`src/rtl/xor_parity_stream.sv`:
```
// Streaming packet parity engine: stage 1 registers each word's XOR reduction,
// stage 2 folds words into a per-packet parity and saturating word count.
module xor_parity_stream #(
   parameter int WIDTH = 32,
   parameter int CNT_W = 16
) (
   input  logic             clk,
   input  logic             reset,
   input  logic             in_valid,
   output logic             in_ready,
   input  logic [WIDTH-1:0] in_data,
   input  logic             in_last,
   output logic             out_valid,
   input  logic             out_ready,
   output logic             out_parity,
   output logic [CNT_W-1:0] out_count,
   output logic             out_sat
);

   typedef enum logic {
      IDLE   = 1'b0,
      ACTIVE = 1'b1
   } state_e;

   localparam logic [CNT_W-1:0] CNT_MAX = '1;

   state_e           state_q, state_d;
   logic             v1_q, v1_d;
   logic             p1_q, p1_d;
   logic             last1_q, last1_d;
   logic             acc_q, acc_d;
   logic [CNT_W-1:0] cnt_q, cnt_d;
   logic             out_valid_q, out_valid_d;
   logic             out_parity_q, out_parity_d;
   logic [CNT_W-1:0] out_count_q, out_count_d;
   logic             out_sat_q, out_sat_d;

   logic             adv1;
   logic             accept;
   logic             fold_acc;
   logic [CNT_W-1:0] fold_cnt;

   // Only a last word facing an occupied, unconsumed result blocks stage 1.
   assign adv1     = !(v1_q && last1_q && out_valid_q && !out_ready);
   assign in_ready = !v1_q || adv1;
   assign accept   = in_valid && in_ready;

   // NOTE: every output of an always_comb gets a default first, so no path leaves it unassigned (no latch).
   always_comb begin
      v1_d    = v1_q;
      p1_d    = p1_q;
      last1_d = last1_q;
      if (adv1) begin
         v1_d = accept;
      end
      if (accept) begin
         p1_d    = ^in_data;
         last1_d = in_last;
      end
   end

   always_comb begin
      state_d      = state_q;
      acc_d        = acc_q;
      cnt_d        = cnt_q;
      out_valid_d  = out_valid_q && !out_ready;
      out_parity_d = out_parity_q;
      out_count_d  = out_count_q;
      out_sat_d    = out_sat_q;

      fold_acc = ((state_q == IDLE) ? 1'b0 : acc_q) ^ p1_q;
      if (state_q == IDLE) begin
         fold_cnt = CNT_W'(1);
      end else if (cnt_q == CNT_MAX) begin
         fold_cnt = cnt_q;
      end else begin
         fold_cnt = cnt_q + CNT_W'(1);
      end

      if (v1_q && adv1) begin
         acc_d = fold_acc;
         cnt_d = fold_cnt;
         if (last1_q) begin
            // A load here can coincide with the handoff of the previous result.
            state_d      = IDLE;
            out_valid_d  = 1'b1;
            out_parity_d = fold_acc;
            out_count_d  = fold_cnt;
            out_sat_d    = (fold_cnt == CNT_MAX);
         end else begin
            state_d = ACTIVE;
         end
      end
   end

   // NOTE: sequential state uses non-blocking assignments so every flop samples pre-edge values.
   always_ff @(posedge clk) begin
      if (reset) begin
         state_q      <= IDLE;
         v1_q         <= 1'b0;
         p1_q         <= 1'b0;
         last1_q      <= 1'b0;
         acc_q        <= 1'b0;
         cnt_q        <= '0;
         out_valid_q  <= 1'b0;
         out_parity_q <= 1'b0;
         out_count_q  <= '0;
         out_sat_q    <= 1'b0;
      end else begin
         state_q      <= state_d;
         v1_q         <= v1_d;
         p1_q         <= p1_d;
         last1_q      <= last1_d;
         acc_q        <= acc_d;
         cnt_q        <= cnt_d;
         out_valid_q  <= out_valid_d;
         out_parity_q <= out_parity_d;
         out_count_q  <= out_count_d;
         out_sat_q    <= out_sat_d;
      end
   end

   assign out_valid  = out_valid_q;
   assign out_parity = out_parity_q;
   assign out_count  = out_count_q;
   assign out_sat    = out_sat_q;

endmodule

```
`config.mk`:
```
export PLATFORM = sky130hd
export DESIGN_NAME = xor_parity_stream
export DESIGN_NICKNAME = d
export VERILOG_FILES = /design/src/rtl/xor_parity_stream.sv
export SDC_FILE = /design/constraint.sdc
export NUM_CORES = 1
export LEC_CHECK = 0
export BUFFER_PORTS_ARGS = -buffer_cell sky130_fd_sc_hd__buf_2
export CAP_MARGIN = 0
export CELL_PAD_IN_SITES_DETAIL_PLACEMENT = 1
export CELL_PAD_IN_SITES_GLOBAL_PLACEMENT = 1
export CORE_AREA = 3 3 92 72
export CTS_CLUSTER_DIAMETER = 100
export DETAILED_ROUTE_END_ITERATION = 8
export DIE_AREA = 0 0 95 75
export PLACE_DENSITY_LB_ADDON = 0.12
export SETUP_SLACK_MARGIN = 0.3
export SLEW_MARGIN = 5
export SYNTH_ARGS = -nofsm -noshare
export SYNTH_HDL_FRONTEND = slang
export SYNTH_SLANG_ARGS = --single-unit
```
`constraint.sdc`:
```
create_clock -name clk -period 4.7 [get_ports clk]
set_input_delay 0.705 -clock clk [delete_from_list [all_inputs] [get_ports clk]]
set_output_delay 0.705 -clock clk [all_outputs]
set_load 0.01 [all_outputs]
```
==> impl_metrics.py <==
metrics = {
    "cts": {
        "cts_root_buf": "clkbuf_8",
        "cts.sinks": 40,
        "cts-resized-gates": 0,
        "holdBufCountCts": 0,
        "insertion_delay_ns": 0.30,
        "tritoncts": "done",
        "numCtsBuffers": 5,
        "postCtsSetupBuffers": 0,
        "cts_max_path_buffers": 2,
        "h-tree-depth": 2,
        "clkSlewWorstSetupHoldPaths_ns": 0.08,
    },
    "logic_synthesis": {
        "synth_enable_flop_cells": 0,
        "yosys_warnings": 0,
        "yosysSeqAreaShare_pct": 34.0,
        "netlist_instances": 305,
        "synth_top_area_share_pct": 34.0,
        "ys_ff_latch": 40,
        "synthTopCellsByArea": "dfxtp_1 34%, xnor2_1 11%, nand2_1 9.3%",
        "synthesis.nets": 343,
        "synth_async_sr_flop_share_pct": 0,
        "syn_avg_cell_area_sq_um": 7.72,
        "yosys.cell_types.count": 47,
        "synthFlopType": "dfxtp_1",
        "synthesis.area_sq_um": 2350,
        "yosysTopAreaCell": "dfxtp_1",
    },
    "floorplan": {
        "core_sq_um": 5800,
        "die_w_microns": 95,
        "dieArea_sq_um": 7130,
        "ios": 57,
        "start_util_pct": 40.6,
        "die_h_microns": 75,
        "fp-row-count": 24,
    },
    "critical_path": {
        "required_ns": 4.92,
        "crit_chain": "ha_1, nand3_1, nor4_4, nor4_1, mux2i_1, nand4_1, o31ai_2",
        "startpoint_type": "flop",
        "crit_slowest_cell": "nor4_4",
        "r2r-end": "out_sat$_SDFFE_PP0P_",
        "critPathBufInv": 0,
        "slowest_delay_ns": 0.82,
        "cp_top_family": "simple AND/OR/NAND/NOR gates",
        "rr_worst_depth": 7,
        "path_max_fanout": 19,
        "rrSetupSlack_ns": 1.92,
        "worst_ep_arrival_time_ns": 2.99,
        "worstReg2RegStart": "cnt_q[0]$_SDFFE_PP0P_",
        "endpoint_kind": "flop",
        "crit_type": "reg2reg",
    },
    "power": {
        "peakVddDrop_v": 0.0000997,
        "power_density_nw_per_um2": 259,
        "p_leak_nw": 0.936,
    },
    "place": {
        "dp_cells": 420,
        "dp.final_hpwl_mm": 4.88,
        "port_buffers": 56,
        "place.gp.congestion": 0.815,
    },
    "final_layout": {
        "multi_input_area_sq_um": 1440,
        "area_growth_pct": 15.8,
        "drive_gt1_share_pct": 20.6,
        "seqCellArea_sq_um": 801,
        "fillerInstances": 766,
        "antenna-diode-count": 0,
        "nNetsFinal": 387,
        "stdcell_count": 427,
        "finish.utilization_pct": 47.0,
    },
    "routing": {
        "finalWirelength_mm": 6.64,
        "dr.pass1.iters": 4,
        "post_drt_wl_per_cell_microns": 15.6,
        "drt_iter0_drc": 110,
        "ant_nets": 0,
        "via_count": 2300,
        "drc": 0,
        "via_per_inst": 5.39,
    },
    "sta": {
        "fin_worst_skew_ns": 0.00994,
        "post-route-period-util_pct": 59.1,
        "slew_headroom_pct": 18.9,
        "fmax_mhz": 360,
        "finalSetupViolCount": 0,
        "slew_viol_final": 0,
        "period_minus_slack_ns": 2.78,
        "rsz0062_at_grt": "no",
        "tightest_slew_ns": 1.21,
        "finalHoldViolations": 0,
        "setup_tns_ns": 0,
    },
    "global_routing": {
        "grt_pass1_vias": 2309,
        "grt_busiest_layer": "met2",
        "grt_util_met2_pct": 32.3,
        "grt_antenna_before_repair": 0,
        "met3_usage_pct": 4.30,
        "track_usage_pct": 20.2,
        "grt_use_met1_pct": 27.7,
        "grt_pass1_wl_mm": 11.2,
        "overflow": 0,
        "grt_max_degree": 42,
    },
    "worst_hold_path": {
        "min_to": "out_count[12]$_SDFFE_PP0P_",
        "hold-path-cell-count": 2,
        "hp-start": "out_count[12]$_SDFFE_PP0P_",
        "min_path_type": "reg2reg",
    },
    "flow_run": {
        "cap_violations": 0,
    },
    "outcome": {
        "status": "complete, no violations",
    },
}
-- logic make-up (layout without fill, tap and decap cells) --
group	count (synthesis)	count (layout)	synth area share [%]
and+or+nand+nor	128	128	26.8
AOI/OAI and AO/OA	70	70	19.0
DFF	40	40	34.0
xor gates and xnor gates	35	35	13.0
buffers and inverters	27	71	4.84
muxes	4	4	1.70
adders and majority gates	1	1	0.532
-- synthesized netlist by cell type (2+ instances only) --
library cell	count
a211o_1	2
a211oi_1	8
a21oi_1	35
a21oi_2	2
a311oi_1	3
a31oi_1	2
and3_1	2
and4_1	2
buf_2	4
clkbuf_1	13
dfxtp_1	40
inv_1	8
mux2i_1	4
nand2_1	58
nand2b_1	2
nand3_1	10
nand4_1	5
nor2_1	23
nor3_1	6
nor4_1	2
o211ai_1	2
o21ai_0	3
o21ai_1	2
o31ai_1	4
or3_1	5
or4_1	4
xnor2_1	29
xor2_1	6
-- how the worst max path moves through the flow --
stage / start / endpoint / slack (ns) / depth (start not counted)
detailed placement: cnt_q[0]$_SDFFE_PP0P_ / out_sat$_SDFFE_PP0P_ / 1.95 / 7
CTS: cnt_q[0]$_SDFFE_PP0P_ / out_sat$_SDFFE_PP0P_ / 1.90 / 7
floorplan: cnt_q[1]$_SDFFE_PP0P_ / out_sat$_SDFFE_PP0P_ / 2.70 / 8
global placement: out_ready / out_sat$_SDFFE_PP0P_ / 2.05 / 7
finish: cnt_q[0]$_SDFFE_PP0P_ / out_sat$_SDFFE_PP0P_ / 1.92 / 7
global route: cnt_q[0]$_SDFFE_PP0P_ / out_sat$_SDFFE_PP0P_ / 1.57 / 7
-- cells in the final DEF (no fill, tap or decap), types with 3 or more instances in the layout --
cell / count
o21ai_0: 3
or4_1: 4
inv_1: 8
a211oi_1: 8
buf_2: 56
nand2_1: 58
xnor2_1: 29
a311oi_1: 3
nand4_1: 5
o31ai_1: 4
or3_1: 5
nand3_1: 10
xor2_1: 6
clkbuf_8: 5
mux2i_1: 4
nor3_1: 6
nor2_1: 23
dfxtp_1: 40
a21oi_1: 35
-- power breakdown --
group | leakage [nW] | switching (mW) | internal [mW]
registers | 0.324 | 0.0112 | 0.346
logic | 0.572 | 0.0612 | 0.0646
clock network | 0.0410 | 0.123 | 0.101
-- routing by layer --
layer  vias to the layer above  part of all wire (%)
li1                       1150                     -
met1                      1081                    47
met2                        62                    46
met3                         7                   6.1
met4                         0                   1.1
met5                         -                     0
-- metrics by stage --
step / setup WS, ns / hold WS [ns] / instance area [sq um] / power, mW
floorplan: 2.70 / 0.474 / 2350 / 0.458
global placement: 2.05 / 0.437 / 2650 / 0.489
detailed placement: 1.95 / 0.447 / 2650 / 0.492
CTS: 1.90 / 0.459 / 2730 / 0.717
global route: 1.57 / 0.478 / 2730 / 0.743
finish: 1.92 / 0.455 / 2730 / 0.707
-- worst register-to-register path, cell delays in order, from the launching register on --
cell     delay (ns)
dfxtp_1        0.52
ha_1           0.28
nand3_1        0.17
nor4_4         0.82
nor4_1         0.15
mux2i_1        0.30
nand4_1        0.19
o31ai_2        0.27
-- layout make-up --
type | count | area share, %
clock buffers | 6 | 2.66
clock inverters | 1 | 0.184
inverters | 8 | 1.10
multi-input cells | 238 | 52.8
flip-flops and latches | 40 | 29.4
well taps | 78 | 3.58
repair buffers | 56 | 10.3
Note: power is estimated with default switching activity, not from simulation.
